==> src/rtl/gpu_pkg.sv <==
// rtl/gpu_pkg.sv - shared core stage, register mux and read-only register constants
// Purpose: types and constants shared by the per-thread register file and its scoreboard.
// Ports: none (package).
package gpu_pkg;

    typedef enum logic [2:0] {
        REQUEST = 3'b011,
        UPDATE  = 3'b110
    } core_state_t;

    typedef enum logic [1:0] {
        ARITHMETIC = 2'b00,
        MEMORY     = 2'b01,
        CONSTANT   = 2'b10,
        NONE       = 2'b11
    } reg_mux_t;

    // Read-only registers sit at the top of the file, counted down from NUM_REGS.
    localparam int RO_BLOCK_IDX_OFFSET  = 3;
    localparam int RO_BLOCK_DIM_OFFSET  = 2;
    localparam int RO_THREAD_IDX_OFFSET = 1;

endpackage

==> src/rtl/reg_scoreboard.sv <==
// rtl/reg_scoreboard.sv - pending-load bit vector with set/clear and three lookups
// Purpose: tracks which registers await LSU data. Set and clear may target the same
//          register in one cycle; the set wins because it is a newer load.
// Ports:
//   clock, reset              clock, synchronous active-high reset
//   set_valid, set_address    mark a register pending (load issued)
//   clear_valid, clear_address clear a register's pending bit (load returned)
//   rs/rt/rd_address          lookup addresses
//   rs/rt/rd_pending          current pending bit for each lookup (0 if out of range)
//   pending_any               registered OR of the next-state pending vector
module reg_scoreboard #(
    parameter int NUM_REGS  = 16,
    parameter int ADDR_BITS = 4
) (
    input  logic                 clock,
    input  logic                 reset,
    input  logic                 set_valid,
    input  logic [ADDR_BITS-1:0] set_address,
    input  logic                 clear_valid,
    input  logic [ADDR_BITS-1:0] clear_address,
    input  logic [ADDR_BITS-1:0] rs_address,
    input  logic [ADDR_BITS-1:0] rt_address,
    input  logic [ADDR_BITS-1:0] rd_address,
    output logic                 rs_pending,
    output logic                 rt_pending,
    output logic                 rd_pending,
    output logic                 pending_any
);

    logic [NUM_REGS-1:0] pending;
    logic [NUM_REGS-1:0] pending_next;

    function automatic logic in_range(input logic [ADDR_BITS-1:0] address);
        return int'(address) < NUM_REGS;
    endfunction

    always_comb begin
        pending_next = pending;
        if (clear_valid && in_range(clear_address)) begin
            pending_next[clear_address] = 1'b0;
        end
        // Applied after the clear so a same-cycle new load keeps the register pending.
        if (set_valid && in_range(set_address)) begin
            pending_next[set_address] = 1'b1;
        end
    end

    always_comb begin
        rs_pending = in_range(rs_address) ? pending[rs_address] : 1'b0;
        rt_pending = in_range(rt_address) ? pending[rt_address] : 1'b0;
        rd_pending = in_range(rd_address) ? pending[rd_address] : 1'b0;
    end

    always_ff @(posedge clock) begin
        if (reset) begin
            pending     <= '0;
            pending_any <= 1'b0;
        end else begin
            pending     <= pending_next;
            pending_any <= |pending_next;
        end
    end

endmodule

==> src/rtl/regfile_scoreboard.sv <==
// rtl/regfile_scoreboard.sv - per-thread register file with pending-load scoreboard
// Purpose: SIMT per-thread registers. Loads mark rd pending in UPDATE; the LSU writes
//          the data back later on any cycle. REQUEST latches rs/rt (with writeback
//          bypass) and registers a hazard flag if any operand is still pending.
// Ports:
//   clock, reset                  clock, synchronous active-high reset
//   enable                        thread active; gates decoder-driven activity
//   block_id                      current block index, mirrored into %blockIdx
//   core_state                    core stage (REQUEST / UPDATE)
//   decoded_*                     decoder fields: rd/rs/rt, write enable, mux, immediate
//   alu_out                       ALU result
//   lsu_wb_valid/address/data     decoupled load writeback
//   rs, rt                        latched operand values
//   hazard                        last REQUEST touched a pending register
//   pending_any                   any register pending
module regfile_scoreboard
    import gpu_pkg::*;
#(
    parameter int THREADS_PER_BLOCK = 4,
    parameter int THREAD_ID         = 0,
    parameter int DATA_BITS         = 8,
    parameter int NUM_REGS          = 16,
    parameter int ADDR_BITS         = 4
) (
    input  logic                 clock,
    input  logic                 reset,
    input  logic                 enable,
    input  logic [7:0]           block_id,
    input  logic [2:0]           core_state,
    input  logic [ADDR_BITS-1:0] decoded_rd_address,
    input  logic [ADDR_BITS-1:0] decoded_rs_address,
    input  logic [ADDR_BITS-1:0] decoded_rt_address,
    input  logic                 decoded_reg_write_enable,
    input  logic [1:0]           decoded_reg_input_mux,
    input  logic [DATA_BITS-1:0] decoded_immediate,
    input  logic [DATA_BITS-1:0] alu_out,
    input  logic                 lsu_wb_valid,
    input  logic [ADDR_BITS-1:0] lsu_wb_address,
    input  logic [DATA_BITS-1:0] lsu_wb_data,
    output logic [DATA_BITS-1:0] rs,
    output logic [DATA_BITS-1:0] rt,
    output logic                 hazard,
    output logic                 pending_any
);

    localparam int RO_BASE       = NUM_REGS - RO_BLOCK_IDX_OFFSET;
    localparam int RO_BLOCK_DIM  = NUM_REGS - RO_BLOCK_DIM_OFFSET;
    localparam int RO_THREAD_IDX = NUM_REGS - RO_THREAD_IDX_OFFSET;

    logic [DATA_BITS-1:0] regs [NUM_REGS];

    logic                 wb_accept;
    logic                 update_write;
    logic                 load_issue;
    logic                 is_request;
    logic                 hit_rs, hit_rt, hit_rd;
    logic                 rs_pending, rt_pending, rd_pending;
    logic [DATA_BITS-1:0] rs_next, rt_next;

    function automatic logic writable(input logic [ADDR_BITS-1:0] address);
        return int'(address) < RO_BASE;
    endfunction

    function automatic logic in_range(input logic [ADDR_BITS-1:0] address);
        return int'(address) < NUM_REGS;
    endfunction

    always_comb begin
        wb_accept    = lsu_wb_valid && writable(lsu_wb_address);
        update_write = enable && (core_state == UPDATE) && decoded_reg_write_enable
                       && writable(decoded_rd_address);
        load_issue   = update_write && (decoded_reg_input_mux == MEMORY);
        is_request   = enable && (core_state == REQUEST);

        // A bypass hit only exists for writebacks that are actually accepted.
        hit_rs = wb_accept && (lsu_wb_address == decoded_rs_address);
        hit_rt = wb_accept && (lsu_wb_address == decoded_rt_address);
        hit_rd = wb_accept && (lsu_wb_address == decoded_rd_address);

        rs_next = '0;
        rt_next = '0;
        if (hit_rs) begin
            rs_next = lsu_wb_data;
        end else if (in_range(decoded_rs_address)) begin
            rs_next = regs[decoded_rs_address];
        end
        if (hit_rt) begin
            rt_next = lsu_wb_data;
        end else if (in_range(decoded_rt_address)) begin
            rt_next = regs[decoded_rt_address];
        end
    end

    reg_scoreboard #(
        .NUM_REGS  (NUM_REGS),
        .ADDR_BITS (ADDR_BITS)
    ) u_scoreboard (
        .clock         (clock),
        .reset         (reset),
        .set_valid     (load_issue),
        .set_address   (decoded_rd_address),
        .clear_valid   (wb_accept),
        .clear_address (lsu_wb_address),
        .rs_address    (decoded_rs_address),
        .rt_address    (decoded_rt_address),
        .rd_address    (decoded_rd_address),
        .rs_pending    (rs_pending),
        .rt_pending    (rt_pending),
        .rd_pending    (rd_pending),
        .pending_any   (pending_any)
    );

    always_ff @(posedge clock) begin
        if (reset) begin
            for (int i = 0; i < RO_BASE; i++) begin
                regs[i] <= '0;
            end
            regs[RO_BASE]       <= '0;
            regs[RO_BLOCK_DIM]  <= DATA_BITS'(THREADS_PER_BLOCK);
            regs[RO_THREAD_IDX] <= DATA_BITS'(THREAD_ID);
            rs                  <= '0;
            rt                  <= '0;
            hazard              <= 1'b0;
        end else begin
            if (enable) begin
                regs[RO_BASE] <= DATA_BITS'(block_id);
            end
            if (wb_accept) begin
                regs[lsu_wb_address] <= lsu_wb_data;
            end
            // Issued after the writeback so ALU/constant data wins a same-address race.
            if (update_write) begin
                case (reg_mux_t'(decoded_reg_input_mux))
                    ARITHMETIC: regs[decoded_rd_address] <= alu_out;
                    CONSTANT:   regs[decoded_rd_address] <= decoded_immediate;
                    default:    ;
                endcase
            end
            if (is_request) begin
                rs     <= rs_next;
                rt     <= rt_next;
                hazard <= (rs_pending & ~hit_rs) | (rt_pending & ~hit_rt)
                          | (rd_pending & ~hit_rd);
            end
        end
    end

endmodule

==> config.mk <==
export PLATFORM = sky130hd
export DESIGN_NAME = regfile_scoreboard
export DESIGN_NICKNAME = d
export VERILOG_FILES = /design/src/rtl/gpu_pkg.sv /design/src/rtl/reg_scoreboard.sv /design/src/rtl/regfile_scoreboard.sv
export SDC_FILE = /design/constraint.sdc
export NUM_CORES = 1
export LEC_CHECK = 0
export ABC_AREA = 1
export CORE_UTILIZATION = 35
export CTS_CLUSTER_DIAMETER = 100
export DETAILED_ROUTE_END_ITERATION = 12
export DONT_BUFFER_PORTS = 1
export PLACE_DENSITY_LB_ADDON = 0.3
export SLEW_MARGIN = 20
export SYNTH_ARGS = -nofsm -noshare
export SYNTH_HDL_FRONTEND = slang
export SYNTH_HIERARCHICAL = 1
export SYNTH_SLANG_ARGS = --single-unit
==> constraint.sdc <==
create_clock -name clock -period 1.5 [get_ports clock]
set_input_delay 0.075 -clock clock [delete_from_list [all_inputs] [get_ports clock]]
set_output_delay 0.075 -clock clock [all_outputs]
set_load 0.05 [all_outputs]
==> results.json <==
{
  "path_delay_family": "buffers and inverters",
  "grt_pass1_wl_um": 63610,
  "holdCritPathClass": "primary input to flip-flop",
  "crit_chain": "inv_1, nand2_1, nor2_4, nand2_1, nor3_2, buf_4, inv_1, nor2_4, nand2_1, dlygate4sd3_1, a21oi_1",
  "grt_max_degree": 83,
  "fillers": 3120,
  "grt_pass1_vias": 10750,
  "worst_pin_slew_ns": 1.014,
  "clock_path_buffers": 2,
  "max_freq_mhz": 700.9,
  "hold_violations": 0,
  "grt_overflow_total": 0,
  "die_width_um": 180.3,
  "synthesis.area_um2": 11130,
  "critPathRequiredTime_ns": 1.89,
  "area_growth_pct": 20.46,
  "drc": 0,
  "cts.sinks": 162,
  "cp.arrival_ns": 1.81,
  "seqPwrFrac_pct": 45.3,
  "hpwl_um": 27630,
  "power.density_nw_per_um2": 847.5,
  "numCtsBuffers": 17,
  "startpoint_type": "primary input",
  "boundaryPins": 76,
  "wl_um": 41320,
  "synth_top_family_by_area": "simple AND/OR/NAND/NOR gates",
  "root_buffer": "clkbuf_16",
  "synth_mux_area_share_pct": 0,
  "ys_warn_count": 6,
  "slowest_delay_ns": 0.57,
  "peakVddDrop_uv": 792.4,
  "drv_cap": 0,
  "yosys.area_share.simple_pct": 36.43,
  "rows": 64,
  "sw_frac_of_total_pct": 29.53,
  "pwr-share-clk_pct": 38.6,
  "vias": 11530,
  "cpMostUsedCell": "nand2_1",
  "fp.dieH_um": 180.3,
  "synth_compound_area_share_pct": 10.13,
  "post-route-period-util_pct": 95.12,
  "critPathMaxFanout": 4,
  "via_per_inst": 5.480,
  "insertion_delay_ns": 0.45,
  "die_area_um2": 32520,
  "track_usage_pct": 25.75,
  "drtIter0Drc": 1510,
  "design_area_um2": 13410,
  "p_comb_share_pct": 16.1,
  "period_minus_slack_ns": 1.427,
  "h-tree-depth": 4,
  "slew_headroom_pct": 32.38,
  "synthXorXnorAreaFrac_pct": 0.5507,
  "synthCells": 1601,
  "synth.distinct_cells": 37,
  "setup_viol": 0,
  "finalNetCount": 1750,
  "drv_slew": 0,
  "gp_congestion": 0.9129,
  "core_area_um2": 30910,
  "worstPathBufferInverterCount": 4,
  "syn_area_per_cell_um2": 6.953,
  "holdWs_ns": 0.003470,
  "cts_tree": "done",
  "clk_pin_slew_worst_paths_ns": 0.07,
  "avgRoutedWirePerCell_um": 19.64,
  "place_area_um2": 12420,
  "drive_gt1_share_pct": 13.49,
  "p_switching_uw": 3356,
  "slowest_stage": "dlygate4sd3_1",
  "drt_pass1_iterations": 6,
  "rsz0062_at_grt": "yes",
  "endpoint_kind": "flip-flop",
  "seq_area_frac_synth_pct": 40.64,
  "tns_ns": 0,
  "ys_seq_elements": 162,
  "antenna_found_initial": 3,
  "initial_core_util_pct": 36.01,
  "final.setup_skew_ns": 0.01271,
  "crit_type": "primary input to flip-flop",
  "synthAdderAreaFrac_pct": 0,
  "p_int_uw": 8009,
  "io_buffers": 0,
  "status": "complete, no violations",
  "antenna_left": 0,
  "power.leakage_uw": 0.005998,
  "final_util_pct": 43.38
}
## routing by layer
metal / up-vias / GRT usage, % / part of all wire [%]
li1: 5451 / - / -
met1: 5289 / 34.94 / 42
met2: 685 / 39.40 / 44
met3: 104 / 6.002 / 11
met4: 0 / 10.39 / 3.7
met5: - / 0 / 0
## registers in the layout, indices dropped and copies added (netlist names)
register / count
hazard: 1
regs: 128
rs: 8
rt: 8
u_scoreboard/pending: 16
u_scoreboard/pending_any: 1
## worst register-to-register path, cell delays in order (launching register included)
cell      delay (ns)
edfxtp_1        0.37
inv_1           0.08
nand2_1         0.05
nand3_1         0.11
nand3_1         0.24
nand3_1         0.21
nand3_1         0.10
nand2_1         0.07
a21oi_1         0.05
## cells in the mapped netlist (all sizes together)
cell / number / area, µm²
nor2: 74 / 372.9
nand3: 356 / 1797
o211ai: 15 / 112.6
nand3b: 1 / 7.510
a21oi: 52 / 264.0
nand4: 28 / 190.2
edfxtp: 128 / 3844
xor2: 3 / 26.28
nand2: 425 / 1628
xnor2: 4 / 35.03
clkbuf: 50 / 188.9
conb: 2 / 7.510
and3: 2 / 12.51
clkinv: 1 / 3.750
inv: 223 / 837.1
nor3: 4 / 47.54
buf: 56 / 326.6
dfxtp: 34 / 680.7
o21ai: 141 / 735.7
o21bai: 2 / 15.01
## power by group through the flow
stage	Combinational, µW	Clock (µW)	Sequential (µW)
final	1830	4380	5150
after global routing	1980	4630	5170
after CTS	1780	4420	5150
after detailed placement	1580	0	5250
after global placement	1560	0	5250
after floorplan	1180	0	5250
## through the flow
| stage | power [µW] | worst slack [ns] | cells |
|---|---|---|---|
| finish | 11360 | 0.07319 | 2104 |
| global route | 11780 | -0.02939 | 2104 |
| CTS | 11360 | 0.01449 | 2100 |
| detailed placement | 6827 | -0.2598 | 2032 |
| global placement | 6809 | -0.2443 | 2032 |
| floorplan | 6434 | -0.05927 | 1615 |
## repair_timing
item                                    4_1_cts  5_1_grt
hold endpoints to repair                    222        0
gates resized for setup                       0       13
setup buffers                                 0        1
endpoints found under the setup margin        0       12
hold buffers                                 36        0
## cell usage in the layout (no fill, tap or decap), types with 4 or more instances in the layout
cell	instances
nor2_2	10
edfxtp_1	128
o211ai_1	15
nand2_2	17
o21ai_0	101
nand2_1	406
conb_1	16
o21ai_2	8
dlymetal6s4s_1	5
clkbuf_16	17
nand4_1	27
o21ai_1	31
dfxtp_1	34
inv_2	7
inv_1	215
nor2_1	54
buf_12	16
nand3_2	4
dlygate4sd3_1	30
buf_4	112
a21oi_1	51
nand3_1	349
inv_6	7
nor2_4	8
xnor2_1	4
## layout make-up
class                           count  area [µm²]  area share, %
Tap cell                          396       495.5          3.695
Antenna cell                        3       7.507        0.05599
Clock buffer                       17       425.4          3.173
Timing Repair Buffer              164        1551          11.57
Sequential cell                   162        4524          33.74
Clock inverter                     15       145.1          1.082
Inverter                          224       843.3          6.289
Multi-Input combinational cell   1123        5416          40.39
## path summary, 6_finish.rpt
check                            start                                  to  slack, ns  depth (start not counted)
hold reg to reg     rt[2]$_SDFFE_PP0P_                  rt[2]$_SDFFE_PP0P_       0.47                          2
setup / recovery         core_state[0]  u_scoreboard/pending[7]$_SDFF_PP0_       0.07                         11
setup reg to reg  regs[3][3]$_DFFE_PP_                  rs[3]$_SDFFE_PP0P_       0.10                          8
hold / removal                  enable               regs[13][0]$_DFFE_PP_      0.003                          2
## logic make-up after synthesis
group / Yosys count
AOI/OAI and AO/OA: 210
xor gates and xnor gates: 7
buffers and inverters: 330
DFF: 162
other: 2
and+or+nand+nor: 890
(Power assumes the default switching activity.)
